## src/rtl/arc4_pkg.sv

```systemverilog
// Shared types and defaults for the ARC4 batch run sequencer.
//   ARC4_KEY_W_DEF   : default engine key width
//   arc4_seq_state_t : sequencer FSM state encoding
package arc4_pkg;

    localparam int ARC4_KEY_W_DEF = 24;

    typedef enum logic [2:0] {
        ST_IDLE   = 3'd0,
        ST_ARM    = 3'd1,
        ST_FIRE   = 3'd2,
        ST_RUN_LO = 3'd3,
        ST_RUN_HI = 3'd4,
        ST_NEXT   = 3'd5,
        ST_DRAIN  = 3'd6,
        ST_FIN    = 3'd7
    } arc4_seq_state_t;

endpackage

```

## src/rtl/arc4_cyc_ctr.sv

```systemverilog
// Saturating up-counter with synchronous clear (clear has priority over enable).
// Ports:
//   clk, rst : clock and synchronous active-high reset
//   clr      : zero the counter
//   en       : count this cycle (holds at all-ones)
//   cnt      : registered count value
module arc4_cyc_ctr #(
    parameter int W = 32
) (
    input  logic         clk,
    input  logic         rst,
    input  logic         clr,
    input  logic         en,
    output logic [W-1:0] cnt
);

    localparam logic [W-1:0] ZERO_C = {W{1'b0}};
    localparam logic [W-1:0] ONES_C = {W{1'b1}};
    localparam logic [W-1:0] ONE_C  = {{(W-1){1'b0}}, 1'b1};

    logic [W-1:0] cnt_r;

    // Count register: clear, saturating increment, or hold
    always_ff @(posedge clk) begin
        if (rst) begin
            cnt_r <= ZERO_C;
        end else if (clr) begin
            cnt_r <= ZERO_C;
        end else if (en && (cnt_r != ONES_C)) begin
            cnt_r <= cnt_r + ONE_C;
        end else begin
            cnt_r <= cnt_r;
        end
    end

    assign cnt = cnt_r;

endmodule

```

## src/rtl/arc4_batch_seq.sv

```systemverilog
// ARC4 batch run sequencer: walks an external arc4 engine through num_keys
// consecutive keys starting at base_key, issuing one single-cycle eng_en per run.
// Optional feature macro: ARC4_SEQ_CYCLE_CNT_EN enables the busy-cycle counter;
// without it cycle_cnt is tied to zero.
// Ports:
//   clk, rst           : clock, synchronous active-high reset
//   start, abort       : batch control (start only honoured in IDLE)
//   base_key, num_keys : batch parameters, captured on accepted start
//   eng_rdy            : engine ready (low while a run is in progress)
//   eng_en, eng_key    : engine start pulse and key
//   cur_key, runs_done : current key and completed-run count
//   busy, done, aborted: status; done pulses once per batch
//   cycle_cnt          : non-IDLE clocks of the current/last batch
module arc4_batch_seq
    import arc4_pkg::*;
#(
    parameter int KEY_W = ARC4_KEY_W_DEF,
    parameter int CNT_W = 16,
    parameter int CYC_W = 32
) (
    input  logic             clk,
    input  logic             rst,
    input  logic             start,
    input  logic             abort,
    input  logic [KEY_W-1:0] base_key,
    input  logic [CNT_W-1:0] num_keys,
    input  logic             eng_rdy,
    output logic             eng_en,
    output logic [KEY_W-1:0] eng_key,
    output logic [KEY_W-1:0] cur_key,
    output logic [CNT_W-1:0] runs_done,
    output logic             busy,
    output logic             done,
    output logic             aborted,
    output logic [CYC_W-1:0] cycle_cnt
);

    localparam logic [CNT_W-1:0] CNT_ZERO_C = {CNT_W{1'b0}};
    localparam logic [CNT_W-1:0] CNT_ONE_C  = {{(CNT_W-1){1'b0}}, 1'b1};
    localparam logic [KEY_W-1:0] KEY_ZERO_C = {KEY_W{1'b0}};
    localparam logic [KEY_W-1:0] KEY_ONE_C  = {{(KEY_W-1){1'b0}}, 1'b1};

    arc4_seq_state_t  state_r, state_next_s;
    logic [CNT_W-1:0] limit_r, runs_done_r, runs_inc_s;
    logic [KEY_W-1:0] cur_key_r;
    logic             abort_lat_r, drain_r, aborted_r;
    logic             eng_en_r, busy_r, done_r;
    logic             start_acc_s, step_s, abort_fin_s;

    assign start_acc_s = (state_r == ST_IDLE) && start;
    // DRAIN performs the same end-of-run bookkeeping as NEXT.
    assign step_s      = (state_r == ST_NEXT) || (state_r == ST_DRAIN);
    // runs_done never passes the limit
    assign runs_inc_s  = (runs_done_r == limit_r) ? runs_done_r : (runs_done_r + CNT_ONE_C);

    // Next-state decode; abort_fin_s flags entry into FIN through an abort
    always_comb begin
        state_next_s = state_r;
        abort_fin_s  = 1'b0;
        case (state_r)
            ST_IDLE: begin
                if (start) begin
                    state_next_s = (num_keys == CNT_ZERO_C) ? ST_FIN : ST_ARM;
                end else begin
                    state_next_s = ST_IDLE;
                end
            end
            ST_ARM: begin
                if (abort) begin
                    state_next_s = ST_FIN;
                    abort_fin_s  = 1'b1;
                end else if (eng_rdy) begin
                    state_next_s = ST_FIRE;
                end else begin
                    state_next_s = ST_ARM;
                end
            end
            ST_FIRE: begin
                state_next_s = ST_RUN_LO;
            end
            ST_RUN_LO: begin
                // ready dropping is the engine's acknowledgement of eng_en
                if (!eng_rdy) begin
                    state_next_s = ST_RUN_HI;
                end else begin
                    state_next_s = ST_RUN_LO;
                end
            end
            ST_RUN_HI: begin
                if (eng_rdy) begin
                    state_next_s = drain_r ? ST_DRAIN : ST_NEXT;
                end else begin
                    state_next_s = ST_RUN_HI;
                end
            end
            ST_NEXT: begin
                if (abort_lat_r || abort) begin
                    state_next_s = ST_FIN;
                    abort_fin_s  = 1'b1;
                end else if (runs_inc_s == limit_r) begin
                    state_next_s = ST_FIN;
                end else begin
                    state_next_s = ST_ARM;
                end
            end
            ST_DRAIN: begin
                state_next_s = ST_FIN;
                abort_fin_s  = 1'b1;
            end
            ST_FIN: begin
                state_next_s = ST_IDLE;
            end
            default: begin
                state_next_s = ST_IDLE;
            end
        endcase
    end

    // State and registered status outputs decoded from the next state
    always_ff @(posedge clk) begin
        if (rst) begin
            state_r  <= ST_IDLE;
            eng_en_r <= 1'b0;
            busy_r   <= 1'b0;
            done_r   <= 1'b0;
        end else begin
            state_r  <= state_next_s;
            eng_en_r <= (state_next_s == ST_FIRE);
            busy_r   <= (state_next_s != ST_IDLE);
            done_r   <= (state_next_s == ST_FIN);
        end
    end

    // Batch datapath: key, limit, run count and abort bookkeeping
    always_ff @(posedge clk) begin
        if (rst) begin
            cur_key_r   <= KEY_ZERO_C;
            limit_r     <= CNT_ZERO_C;
            runs_done_r <= CNT_ZERO_C;
            aborted_r   <= 1'b0;
            abort_lat_r <= 1'b0;
            drain_r     <= 1'b0;
        end else if (start_acc_s) begin
            cur_key_r   <= base_key;
            limit_r     <= num_keys;
            runs_done_r <= CNT_ZERO_C;
            aborted_r   <= 1'b0;
            abort_lat_r <= 1'b0;
            drain_r     <= 1'b0;
        end else begin
            if (step_s) begin
                runs_done_r <= runs_inc_s;
                cur_key_r   <= cur_key_r + KEY_ONE_C;
            end
            if (abort_fin_s) begin
                aborted_r <= 1'b1;
            end
            // an abort during a run is held until that run has been accounted for
            if (abort && (state_r inside {ST_FIRE, ST_RUN_LO, ST_RUN_HI, ST_NEXT})) begin
                abort_lat_r <= 1'b1;
            end
            if (abort && (state_r == ST_RUN_LO)) begin
                drain_r <= 1'b1;
            end
        end
    end

    assign eng_en    = eng_en_r;
    assign eng_key   = cur_key_r;
    assign cur_key   = cur_key_r;
    assign runs_done = runs_done_r;
    assign busy      = busy_r;
    assign done      = done_r;
    assign aborted   = aborted_r;

`ifdef ARC4_SEQ_CYCLE_CNT_EN
    arc4_cyc_ctr #(
        .W(CYC_W)
    ) u_cyc_ctr (
        .clk(clk),
        .rst(rst),
        .clr(start_acc_s),
        .en (busy_r),
        .cnt(cycle_cnt)
    );
`else
    assign cycle_cnt = {CYC_W{1'b0}};
`endif

endmodule
```

## config.mk

```make
export PLATFORM = sky130hd
export DESIGN_NAME = arc4_batch_seq
export DESIGN_NICKNAME = d
export VERILOG_FILES = /design/src/rtl/arc4_pkg.sv /design/src/rtl/arc4_cyc_ctr.sv /design/src/rtl/arc4_batch_seq.sv
export SDC_FILE = /design/constraint.sdc
export NUM_CORES = 1
export LEC_CHECK = 0
export ABC_AREA = 1
export CORE_MARGIN = 2
export CORE_UTILIZATION = 45
export CTS_CLUSTER_DIAMETER = 60
export DETAILED_ROUTE_END_ITERATION = 8
export PLACE_DENSITY = 0.79
export SYNTH_ARGS = -nofsm -noshare
export SYNTH_HDL_FRONTEND = slang
export SYNTH_HIERARCHICAL = 1
export SYNTH_SLANG_ARGS = --single-unit
```

## constraint.sdc

```tcl
create_clock -name clk -period 4 [get_ports clk]
set_input_delay 0.4 -clock clk [delete_from_list [all_inputs] [get_ports clk]]
set_output_delay 0.4 -clock clk [all_outputs]
set_load 0.02 [all_outputs]
```

==> results of run 1 <==
state kept, by name, summed over array words and instances, names as in the netlist:
| register | count |
|---|---|
| drain_r | 1 |
| cur_key | 24 |
| aborted | 1 |
| runs_done | 16 |
| abort_lat_r | 1 |
| done | 1 |
| busy | 1 |
| eng_en | 1 |
| limit_r | 16 |
| state_r | 3 |
metrics by stage:
step / instance area [um2] / utilization, % / std cells / hold WS [ps] / worst slack (ps)
3_5_place_dp: 5310 / 55.1 / 900 / 463 / 1260
5_1_grt: 5580 / 57.9 / 916 / 500 / 982
6_report: 5580 / 57.9 / 916 / 475 / 1230
4_1_cts: 5580 / 57.9 / 916 / 475 / 1250
3_3_place_gp: 5310 / 55.1 / 900 / 450 / 1330
2_1_floorplan: 4510 / - / 730 / 436 / 1740
cell usage after synthesis (7+ instances only):
cell and instances:
nand2_1 163, dfxtp_1 65, o211ai_1 7, nand3_1 55
nor2_1 64, nand4_1 13, a21oi_1 44, inv_1 89
xnor2_1 8, xor2_1 7, clkbuf_1 18, buf_4 57
nor3_1 10, o21ai_0 47
kinds of logic (layout without fill, tap and decap cells):
family	after synthesis	after routing	share of synthesized area [%]
and+or+nand+nor	328	328	32.5
DFF	65	65	29.6
buffers and inverters	175	228	20.2
xor gates and xnor gates	15	15	2.99
other	1	32	0.0853
AOI/OAI and AO/OA	113	113	14.1
adders and majority gates	2	2	0.569
power by group through the flow:
stage               Combinational (mW)  Clock, mW  Sequential (mW)
floorplan                         1.07          0             1.07
global placement                  1.57          0             1.01
detailed placement                1.60          0             1.01
CTS                               1.61      0.789            0.998
global route                      1.78      0.823             1.03
finish                            1.61      0.782             1.00
layout by cell type, fill, tap and decap left out, types with 13 or more instances in the layout:
cell               n
clkdlybuf4s50_1  112
a21oi_1           44
nand4_1           13
dfxtp_1           65
inv_1             89
conb_1            32
nand2_1          163
o21ai_0           47
nand3_1           54
nor2_1            64
layer usage:
metal,vias up,global-route usage [%]
li1,2322,-
met1,2139,32.3
met2,170,37.9
met3,21,4.61
met4,0,9.01
met5,-,0
final cells by class:
cell class	instances	area, um2
Clock buffer	10	138
Clock inverter	6	138
Fill cell	932	4060
Inverter	96	360
Multi-Input combinational cell	490	2330
Sequential cell	65	1300
Tap cell	133	166
Timing Repair Buffer	116	1150
worst register-to-register path: cells and delay by family, from the launching register on:
| family | cells | cell delay (ps) |
|---|---|---|
| DFF | 1 | 420 |
| AOI/OAI and AO/OA | 1 | 330 |
| buffers and inverters | 4 | 400 |
| and+or+nand+nor | 4 | 1490 |
worst paths after layout:
| path | end | slack, ps | cells after the start |
|---|---|---|---|
| worst max-delay path | runs_done[4] | 1230 | 9 |
| worst min-delay path | limit_r[2] | 470 | 2 |
| worst max register to register | runs_done[4] | 1230 | 9 |
| worst min register to register | limit_r[2] | 470 | 2 |
==> run metrics, run 1 <==
Core Region 9640 um2; Port Buf Inserts 112; critical path's top delay family simple AND/OR/NAND/NOR gates; H-tree level count 3; Initial Utilization 45.6%; CP Capture Type register; clock skew 13.1 ps; PostCTS Resize Cnt 0; WL per Instance 13.8 um; Reg2Reg Launch Point state_r[2]; cells after synthesis 699; Critical-path top delay cell nand2_1; CP cell instances inv_1, nor3_1, inv_1, nand2_1, inv_1, nor2_1, nand2_1, o311ai_0, inv_1; Site Rows 36; Tcrit/Tclk final 69.4%; initial antenna violation count 0; Comb pwr share 47.5%; Area Growth Syn to Fin 27.0%; async set or reset register ratio after synthesis 0%; routed length on met3 873 um; CTS buffer count 9; Pwr Total 3.40 mW; Worst EP required 4230 ps; status finished, final reports clean; clock sinks 65; Slew HR 40.8%; Clock power frac 23.0%; final net count 825; gp weighted congestion 0.931; largest net degree at the start of global routing 33; peak supply drop 399 uV; antenna-violating nets left 0; DR vias 4652; vias in the first global route 4202; fraction of layout cells with a size suffix above 1 4.73%; Synth cell types 40; DRC violations left 0; final setup vio count 0; min cycle time layout 2770 ps; max cap viols 0; Fmax achieved 360 MHz; number of flops mapped to enable cells by yosys 0; CP max FO 22; Final HPWL DP 9.15 mm; Clk Latency, worst-skew pair 350 ps; CTS Buffer Depth 2; total grt overflow 0; FF+latch count, synth 65; post-CTS setup buffer count 0; # hold bufs at CTS 0; critical setup path kind register to register; Synth Warn # 6; critical path buffer and inverter count 4; Mapped Area 4400 um2; Worst Hold Class register to register; Net Sw Frac 42.9%; element type at the critical path start register; Syn Area/Cell 6.29 um2; final WL 12.6 mm; M1 WL 5.59 mm; Pre-antenna DRT Iters 5; Int Pwr 1.94 mW; Worst EP arrival 3000 ps; unrepaired setup endpoints after global routing no; Synth area leader dfxtp_1; Antenna Cells 0; Die H 103 um; CTS clk-pin slew, worst paths 80 ps; worst-margin pin slew 886 ps; clock tree from TritonCTS yes; TNS Setup 0 ps; ranking of synthesized cells by area dfxtp_1 (30%), nand2_1 (14%), buf_4 (9.7%); CTS root buf clkbuf_8; Pleak 2.42 nW; die area 10600 um2; Net Switching 1.46 mW; Die Width 103 um; Post-synth top flop dfxtp_1; Pins Over Slew Limit 0; register area share after synthesis 29.6%; first-pass GRT wire length 19.9 mm; DR vias/cell 5.08; Total GRT Usage 23.9%; io pins 145; hold path startpoint limit_r[2]; Final Hold Viols 0; Flop pwr share 29.5%; DR WL met2 5.93 mm; DRT iter0 DRCs 309; area fraction of the dominant cell type after synthesis 29.6%; max layer used met4; Power Density 608 nW/um2; Largest stage delay, worst path 660 ps; crit-path most repeated cell inv_1; CP startpoint state_r[2]
Power figures use the tool's default switching activity.
==> run 2: changes to the inputs <==
- clock period: 4 -> 2.7 ns (I/O delays scaled with it)
==> run 2 against run 1 <==
  * Combinational power up 51%
  * Clock power shrank 8.2%
  * Count of clock-buffer cells in the layout is 1 higher
  * Global-route usage is 1.0 points lower
  * Clock skew grew 1.9 ps
  * Fmax up 13%
  * Register-to-register slack worse by 980 ps
  * Largest cell class unchanged
  * Worst hold slack got worse by 6.1 ps
==> run metrics, run 2 (synthesized netlist as in run 1, its figures left out) <==
Initial Utilization 45.6% (unchanged); status finished, final reports clean; H-tree level count 3 (unchanged); critical setup path kind register to register; total grt overflow 0 (unchanged); DR vias 4689 (+0.80%); commonest non-fill, non-tap cell in the layout nand2_1; clock tree from TritonCTS yes; min cycle time layout 2450 ps (-321 ps); Port Buf Inserts 112 (unchanged); Worst EP required 2930 ps (-1300 ps); Int Pwr 2.50 mW (+29%); FF-to-FF path depth 14 (+5); Placed Cells incl. Taps 906 (+0.67%); critical path buffer and inverter count 0 (-4); final net count 831 (+0.73%); Site Rows 36 (unchanged); Die Width 103 um (unchanged); antenna-violating nets left 0 (unchanged); Pleak 2.41 nW (-0.25%); DRT iter0 DRCs 286 (-7.4%); PostCTS Resize Cnt 0 (unchanged); Power Density 835 nW/um2 (+37%); unrepaired setup endpoints after global routing no; Net Sw Frac 45.8% (+2.9 points); Net Switching 2.12 mW (+45%); CTS root buf clkbuf_8; crit-path most repeated cell nand2_1; Final Cell Area 5530 um2 (-0.99%); Total GRT Usage 22.9% (-1.0 points); CTS clk-pin slew, worst paths 70 ps (about the same); worst-margin pin slew 1260 ps (+373 ps); Critical-path top delay cell dfxtp_1; hold path startpoint abort_lat_r; die area 10600 um2 (unchanged); final WL 12.3 mm (-2.5%); Area Growth Syn to Fin 25.7%; clock sinks 65 (unchanged); Comb pwr share 52.6% (+5.1 points); Reg2Reg Launch Point cur_key[1]; final std cells w/o fill 921 (+0.55%); CP Capture Type register; max reg flops 24 (unchanged); CP max FO 5 (-77%); # hold bufs at CTS 0 (unchanged); cell depth of the worst hold path 2 (unchanged); WL per Instance 13.3 um (-3.1%); TNS Setup 0 ps (unchanged); max cap viols 0 (unchanged); DRC violations left 0 (unchanged); Cell Area, Placed 5350 um2 (+0.85%); Slew HR 15.7% (-25 points); Tcrit/Tclk final 90.9% (+22 points); Flop pwr share 31.9% (+2.4 points); commonest cells after routing, fill and taps aside nand2_1 (163), clkdlybuf4s50_1 (112), inv_1 (89); Worst Hold Class register to register; Largest stage delay, worst path 410 ps (-250 ps); Clock power frac 15.5% (-7.5 points); Pins Over Slew Limit 0 (unchanged); Antenna Cells 0 (unchanged); critical path's top delay family simple AND/OR/NAND/NOR gates; Final HPWL DP 9.17 mm (+0.29%); peak supply drop 511 uV (+28%); CTS Buffer Depth 2 (unchanged); R2R setup slack 250 ps (-980 ps); largest net degree at the start of global routing 62 (+88%); Fmax achieved 407 MHz (+13%); element type at the critical path start register; first-pass GRT wire length 19.3 mm (-3.1%); final setup vio count 0 (unchanged); gp weighted congestion 0.989 (+6.2%); CTS buffer count 9 (unchanged); Die H 103 um (unchanged); io pins 145 (unchanged); fraction of layout cells with a size suffix above 1 5.58% (+0.86 points); Final Hold Viols 0 (unchanged); FILL cells 940 (+0.86%); vias in the first global route 4165 (-0.88%); CP cell instances ha_1, nand2_1, nor2_1, nand2_1, nor2_1, nand3_1, nor2_1, nand3_2, nor3b_1, nand3_1, nand2_1, nand2_1, o21ai_0, a21oi_1; R2R Path End cur_key[18]; Pre-antenna DRT Iters 5 (unchanged); Clk Latency, worst-skew pair 340 ps (about the same); Core Region 9640 um2 (unchanged); Worst Hold Path EP abort_lat_r; post-CTS setup buffer count 0 (unchanged); clock skew 15.0 ps (+1.92 ps); initial antenna violation count 0 (unchanged); DR vias/cell 5.09 (+0.25%); Worst EP arrival 2680 ps (-320 ps)
run 2: cell types whose count changed in the layout (fill, tap and decap cells not counted), sizes merged:
cell / previous run / this run
buf: 4 / 10
bufinv: 4 / 0
clkbuf: 10 / 11
clkinv: 2 / 5
inv: 96 / 95
run 2: worst reg2reg max path, delay by kind of cell, from the launching register on:
family,cells,cell delay [ps]
compound gates,2,250
fa+ha+maj,1,190
flops,1,410
simple gates,11,1500
run 2: how the worst max path moves through the flow:
stage / start / endpoint / slack (ps) / depth (start not counted)
2_1_floorplan: cur_key[0] / cur_key[20] / 440 / 14
3_3_place_gp: runs_done[12] / busy / 270 / 17
3_5_place_dp: runs_done[12] / busy / 210 / 17
4_1_cts: runs_done[12] / busy / 190 / 17
5_1_grt: cur_key[1] / cur_key[18] / 30 / 14
6_report: cur_key[1] / cur_key[18] / 250 / 14
run 2: cell type report:
type                            instances  area, um2  share of cell area, %
Inverter                               96        360                   6.52
Tap cell                              133        166                   3.01
Sequential cell                        65       1300                   23.6
Clock buffer                           11        141                   2.56
Multi-Input combinational cell        490       2340                   42.4
Clock inverter                          4       20.0                  0.362
Timing Repair Buffer                  122       1200                   21.6
run 2: per-layer routing:
layer	global-route usage [%]	wire length [um]
met4	9.41	289
met1	31.5	5390
met3	2.85	762
met2	36.5	5840
met5	0	0
run 2: stage by stage:
| step | hold slack (ps) | worst slack [ps] | util [%] | total power, mW |
|---|---|---|---|---|
| floorplan | 413 | 437 | - | 3.16 |
| global placement | 452 | 269 | 55.5 | 3.83 |
| detailed placement | 456 | 214 | 55.5 | 3.88 |
| CTS | 466 | 186 | 57.2 | 4.60 |
| global route | 488 | 32.5 | 57.4 | 4.97 |
| finish | 469 | 246 | 57.4 | 4.62 |
run 2: power groups by stage:
| stage | clock [mW] | combinational (mW) | sequential, mW |
|---|---|---|---|
| 2_1_floorplan | 0 | 1.58 | 1.59 |
| 3_3_place_gp | 0 | 2.35 | 1.48 |
| 3_5_place_dp | 0 | 2.39 | 1.49 |
| 4_1_cts | 0.733 | 2.40 | 1.47 |
| 5_1_grt | 0.784 | 2.67 | 1.51 |
| 6_report | 0.718 | 2.43 | 1.47 |
